--- config.mk ---
export PLATFORM = sky130hd
export DESIGN_NAME = spec_packer
export DESIGN_NICKNAME = d
export VERILOG_FILES = /design/src/rtl/spec_packer.sv
export SDC_FILE = /design/constraint.sdc
export NUM_CORES = 1
export LEC_CHECK = 0
export ABC_CLOCK_PERIOD_IN_PS = 3700
export BUFFER_PORTS_ARGS = -buffer_cell sky130_fd_sc_hd__buf_2
export CORE_ASPECT_RATIO = 0.8
export CORE_MARGIN = 5
export CORE_UTILIZATION = 55
export DETAILED_ROUTE_END_ITERATION = 12
export HOLD_SLACK_MARGIN = 0.12
export MAX_ROUTING_LAYER = met4
export PLACE_DENSITY = 0.74
export SYNTH_ARGS = -nofsm -noshare
export SYNTH_HDL_FRONTEND = slang
export SYNTH_SLANG_ARGS = --single-unit
--- constraint.sdc ---
create_clock -name clk -period 3.7 [get_ports clk]
set_input_delay 0.37 -clock clk [delete_from_list [all_inputs] [get_ports clk]]
set_output_delay 0.37 -clock clk [all_outputs]
set_load 0.01 [all_outputs]
--- src/rtl/spec_packer.sv ---
// Packs 16-bit requantized samples four at a time into 64-bit words, framed
// by spectrum sync, and queues them in a small output FIFO with AXI-Stream-like handshake.
module spec_packer #(
   parameter int NCHAN      = 2048,
   parameter int FIFO_DEPTH = 4
) (
   input  logic        clk,
   input  logic        rst,
   input  logic        ce,
   input  logic        sync_in,
   input  logic [15:0] data_in,
   output logic [63:0] m_tdata,
   output logic        m_tvalid,
   input  logic        m_tready,
   output logic        m_tlast,
   output logic [31:0] spec_count,
   output logic        drop,
   output logic        resync,
   input  logic        clr
);

   localparam int CW = $clog2(NCHAN);
   localparam int AW = $clog2(FIFO_DEPTH);

   typedef enum logic {
      WAIT_SYNC,
      PACKING
   } state_t;

   state_t             r_state;
   state_t             w_state_nxt;
   logic [CW-1:0]      r_chan;
   logic [2:0][15:0]   r_lane;
   logic [63:0]        r_word;
   logic               r_word_last;
   logic               r_push;
   logic [64:0]        r_mem [FIFO_DEPTH];
   logic [AW-1:0]      r_wr_ptr;
   logic [AW-1:0]      r_rd_ptr;
   logic [AW:0]        r_count;
   logic [31:0]        r_spec_count;
   logic               r_drop;
   logic               r_resync;

   logic               w_restart;
   logic               w_sample_ok;
   logic               w_resync_evt;
   logic [CW-1:0]      w_eff_chan;
   logic               w_lane3;
   logic               w_last_chan;
   logic               w_full;
   logic               w_pop;
   logic               w_push_ok;
   logic               w_drop_evt;

   // A sync sample always lands on channel 0, whatever the counter says.
   assign w_restart    = ce && sync_in;
   assign w_sample_ok  = ce && (r_state == PACKING || sync_in);
   assign w_resync_evt = w_restart && (r_state == PACKING) && (r_chan != '0);
   assign w_eff_chan   = w_restart ? '0 : r_chan;
   assign w_lane3      = w_sample_ok && (w_eff_chan[1:0] == 2'd3);
   assign w_last_chan  = (w_eff_chan == CW'(NCHAN - 1));

   // NOTE: every signal assigned in always_comb gets a default first so no latch is inferred.
   always_comb begin
      w_state_nxt = r_state;
      if (r_state == WAIT_SYNC && w_restart)
         w_state_nxt = PACKING;
   end

   // NOTE: sequential state uses non-blocking assignments only.
   always_ff @(posedge clk or negedge rst) begin
      if (!rst) r_state <= WAIT_SYNC;
      else      r_state <= w_state_nxt;
   end

   always_ff @(posedge clk or negedge rst) begin
      if (!rst) begin
         r_chan      <= '0;
         r_lane      <= '0;
         r_word      <= '0;
         r_word_last <= 1'b0;
         r_push      <= 1'b0;
      end else begin
         r_push <= w_lane3;
         if (w_sample_ok) begin
            r_chan <= w_last_chan ? '0 : w_eff_chan + CW'(1);
            case (w_eff_chan[1:0])
               2'd0:    r_lane[0] <= data_in;
               2'd1:    r_lane[1] <= data_in;
               2'd2:    r_lane[2] <= data_in;
               default: begin
                  r_word      <= {data_in, r_lane[2], r_lane[1], r_lane[0]};
                  r_word_last <= w_last_chan;
               end
            endcase
         end
      end
   end

   // A push into a full FIFO still succeeds when the head leaves in the same cycle.
   assign w_full     = (r_count == (AW+1)'(FIFO_DEPTH));
   assign w_pop      = (r_count != '0) && m_tready;
   assign w_push_ok  = r_push && (!w_full || w_pop);
   assign w_drop_evt = r_push && w_full && !w_pop;

   // NOTE: FIFO storage is not reset; the outputs are gated by m_tvalid instead.
   always_ff @(posedge clk) begin
      if (w_push_ok)
         r_mem[r_wr_ptr] <= {r_word_last, r_word};
   end

   always_ff @(posedge clk or negedge rst) begin
      if (!rst) begin
         r_wr_ptr     <= '0;
         r_rd_ptr     <= '0;
         r_count      <= '0;
         r_spec_count <= '0;
         r_drop       <= 1'b0;
         r_resync     <= 1'b0;
      end else begin
         if (w_push_ok) r_wr_ptr <= r_wr_ptr + AW'(1);
         if (w_pop)     r_rd_ptr <= r_rd_ptr + AW'(1);
         case ({w_push_ok, w_pop})
            2'b10:   r_count <= r_count + (AW+1)'(1);
            2'b01:   r_count <= r_count - (AW+1)'(1);
            default: r_count <= r_count;
         endcase
         if (w_push_ok && r_word_last)
            r_spec_count <= r_spec_count + 32'd1;
         // Setting events win over a concurrent clear.
         if (w_drop_evt)   r_drop   <= 1'b1;
         else if (clr)     r_drop   <= 1'b0;
         if (w_resync_evt) r_resync <= 1'b1;
         else if (clr)     r_resync <= 1'b0;
      end
   end

   assign m_tvalid   = (r_count != '0);
   assign m_tdata    = m_tvalid ? r_mem[r_rd_ptr][63:0] : '0;
   assign m_tlast    = m_tvalid && r_mem[r_rd_ptr][64];
   assign spec_count = r_spec_count;
   assign drop       = r_drop;
   assign resync     = r_resync;

endmodule

==> impl_metrics.ini <==
[power]
p_seq_share_pct = 48.7
internal-power_mw = 10.3
p_sw_share_pct = 28.3
p_sw_mw = 4.08
p_clk_share_pct = 27.8
total_power_mw = 14.4
p_leak_nw = 7.39
p_per_area_nw_per_um2 = 746
ir_worst_vdd_mv = 0.345
p_comb_share_pct = 23.5

[global_route]
grt_start_max_net_pins = 88
grt-ovfl-total = 0
grt_usage_pct = 20.5
antenna_found_initial = 2
grt_pass1_vias = 8809
grt_pass1_wl_mm = 53.0

[yosys]
netlist_instances = 930
ys_seq_area_share_pct = 71.2
yosysUniqueCellTypes = 54
async_reset_ff_share_pct = 39.1
synth_edf_count = 260
yosysWarningCount = 0
ys_seq_elements = 427
synth_top_area_share_pct = 46.4
syn_area_per_cell_um2 = 18.1
synth_top_cell_by_area = edfxtp_1
synthTopCellsByArea = edfxtp_1 (46%), dfrtp_1 (25%), mux4_2 (8.7%)
synth_top_flop_cell = edfxtp_1
synthesis.nets = 963
syn_area_um2 = 16800

[cells_and_area]
finalNetCount = 1105
instances_no_fill = 1520
fillers = 2135
fin_util_pct = 63.6
drive_gt1_share_pct = 36.0
syn2layout_area_growth_pct = 14.6

[placed_design]
dp_cells = 1439
port_buffers = 121
gp_congestion = 0.892
dp_hpwl_mm = 20.0

[clock_network]
cts_buffer_depth = 3
post_cts_buffers = 0
cts.sinks = 427
numCtsBuffers = 42
path_clk_slew_ns = 0.06
htree_levels = 2
cts_root_buf = clkbuf_16
cts_tree = built
clock_latency_ns = 0.54

[floorplan]
fp.dieW_um = 206
core_area_um2 = 30300
dieArea_um2 = 34200
die_h_um = 166
rows = 57
ioPinCount = 122
start_util_pct = 55.5

[timing]
fin_tns_setup_ns = 0
hold_slack_ns = 0.145
drv_slew = 0
tightest_slew_ns = 0.863
hold_viol = 0
setup_viol = 0
fmax_ghz = 0.338
fin_skew_ns = 0.0197
max_slew_margin_pct = 42.4
finalCritPeriodShare_pct = 79.9
rsz0062_at_grt = false
fin_crit_ns = 2.96

[worst_setup_path]
cp_max_fo = 25
path_delay_family = flip-flops
required_ns = 3.33
reg2reg_from = r_count[0]
path_cells = buf_4 > mux4_2 > and2_1 > buf_2
cp-start-kind = flip-flop
end_kind = output port
critPathBufInv = 2
startpoint = r_rd_ptr[0]
path_class = flip-flop to output port
cp.arrival_ns = 2.59
slowest_stage = dfrtp_4
max_stage_delay_ns = 0.78

[detailed_routing]
totalWireLength_mm = 33.1
firstDrtPassIters = 5
postRouteAntennaNets = 0
route.detailed.drc = 0
viasPerCell = 5.61
vias = 8530
drt_iter0_markers = 639
wire_per_inst_um = 21.8

[min_path]
hold_path.class = primary input to flip-flop
worstHoldStart = data_in[3]

[run_status]
outcome = finished, final reports clean

[flow_run]
maxCapViolCount = 0
## registers in the layout, indices dropped and copies added (netlist names), 2 cells and up
signal / count
r_chan: 11
r_count: 3
r_lane: 48
r_mem: 260
r_rd_ptr: 2
r_word: 64
r_wr_ptr: 2
spec_count: 32
## area by class of cell
| class | instances | area, um^2 | share of cell area (%) |
|---|---|---|---|
| Multi-Input combinational cell | 448 | 4590 | 23.8 |
| Inverter | 16 | 60.1 | 0.311 |
| Timing Repair Buffer | 137 | 825 | 4.28 |
| Clock inverter | 20 | 166 | 0.863 |
| Antenna cell | 2 | 5.00 | 0.0260 |
| Clock buffer | 57 | 1130 | 5.85 |
| Tap cell | 413 | 517 | 2.68 |
| Sequential cell | 427 | 12000 | 62.2 |
## power by group through the flow
| stage | logic, mW | clock network, mW | registers, mW |
|---|---|---|---|
| after floorplan | 2.49 | 0 | 6.68 |
| after detailed placement | 3.44 | 0 | 7.10 |
| final | 3.38 | 4.00 | 7.01 |
| after global placement | 3.41 | 0 | 7.03 |
| after global routing | 3.71 | 4.31 | 7.14 |
| after CTS | 3.47 | 4.09 | 7.02 |
## through the flow
step	setup slack, ns	cell area, um^2
after floorplan	0.728	16800
after global placement	1.12	18000
after detailed placement	1.00	18000
after CTS	0.672	19300
after global routing	0.612	19300
final	0.742	19300
## final timing paths
| path | slack [ns] | end | cells past startpoint |
|---|---|---|---|
| max | 0.74 | m_tdata[19] | 4 |
| min | 0.14 | r_word[51] | 2 |
| max reg2reg | 1.05 | r_count[1] | 9 |
| min reg2reg | 0.47 | spec_count[31] | 1 |
| max in group asynchronous | 2.25 | r_rd_ptr[0] | 3 |
| min in group asynchronous | 0.50 | spec_count[31] | 2 |
## cell usage after synthesis, types with 10 or more instances
cell type / count
and2_1: 71
o21ai_0: 13
nand2_1: 26
nand3_1: 22
xnor2_1: 22
mux4_2: 65
mux2_2: 113
dfrtp_1: 167
ha_1: 10
clkbuf_1: 13
inv_1: 16
xor2_1: 15
nor2_1: 16
buf_2: 17
edfxtp_1: 260
## cells by family after synthesis
kind of cell             count (synthesis)  share of synthesized area (%)
flip-flops                             427                           71.2
buffers and inverters                   55                           1.58
multiplexers                           178                           16.3
AO/OA/AOI/OAI                           39                           1.62
AND/OR/NAND/NOR                        183                           6.54
XOR/XNOR                                37                           1.93
adder cells (fa/ha/maj)                 11                          0.862
## what timing repair did
item                                   4_1_cts  5_1_grt
endpoints found under the hold margin       86        0
gates resized for setup                      0        0
hold buffers                                 2        0
## routing by layer
layer	global-route usage (%)	up-vias	wire, um	part of all wire, %
li1	-	3817	-	-
met1	30.8	4452	15300	46
met2	30.9	222	15800	48
met3	2.92	39	1500	4.5
met4	3.76	0	437	1.3
met5	-	-	0	0
## placed cells by master, fill, tap and decap left out, drive strengths merged, types with 10 or more instances in the layout
cell type    n
edfxtp     260
dfrtp      167
buf        135
mux2       113
and2        73
mux4        65
clkbuf      57
nand2       29
xnor2       22
nand3       22
inv         19
nor2        17
xor2        15
o21ai       15
clkinv      15
ha          10
No activity file was read; power rests on OpenSTA's default activity.
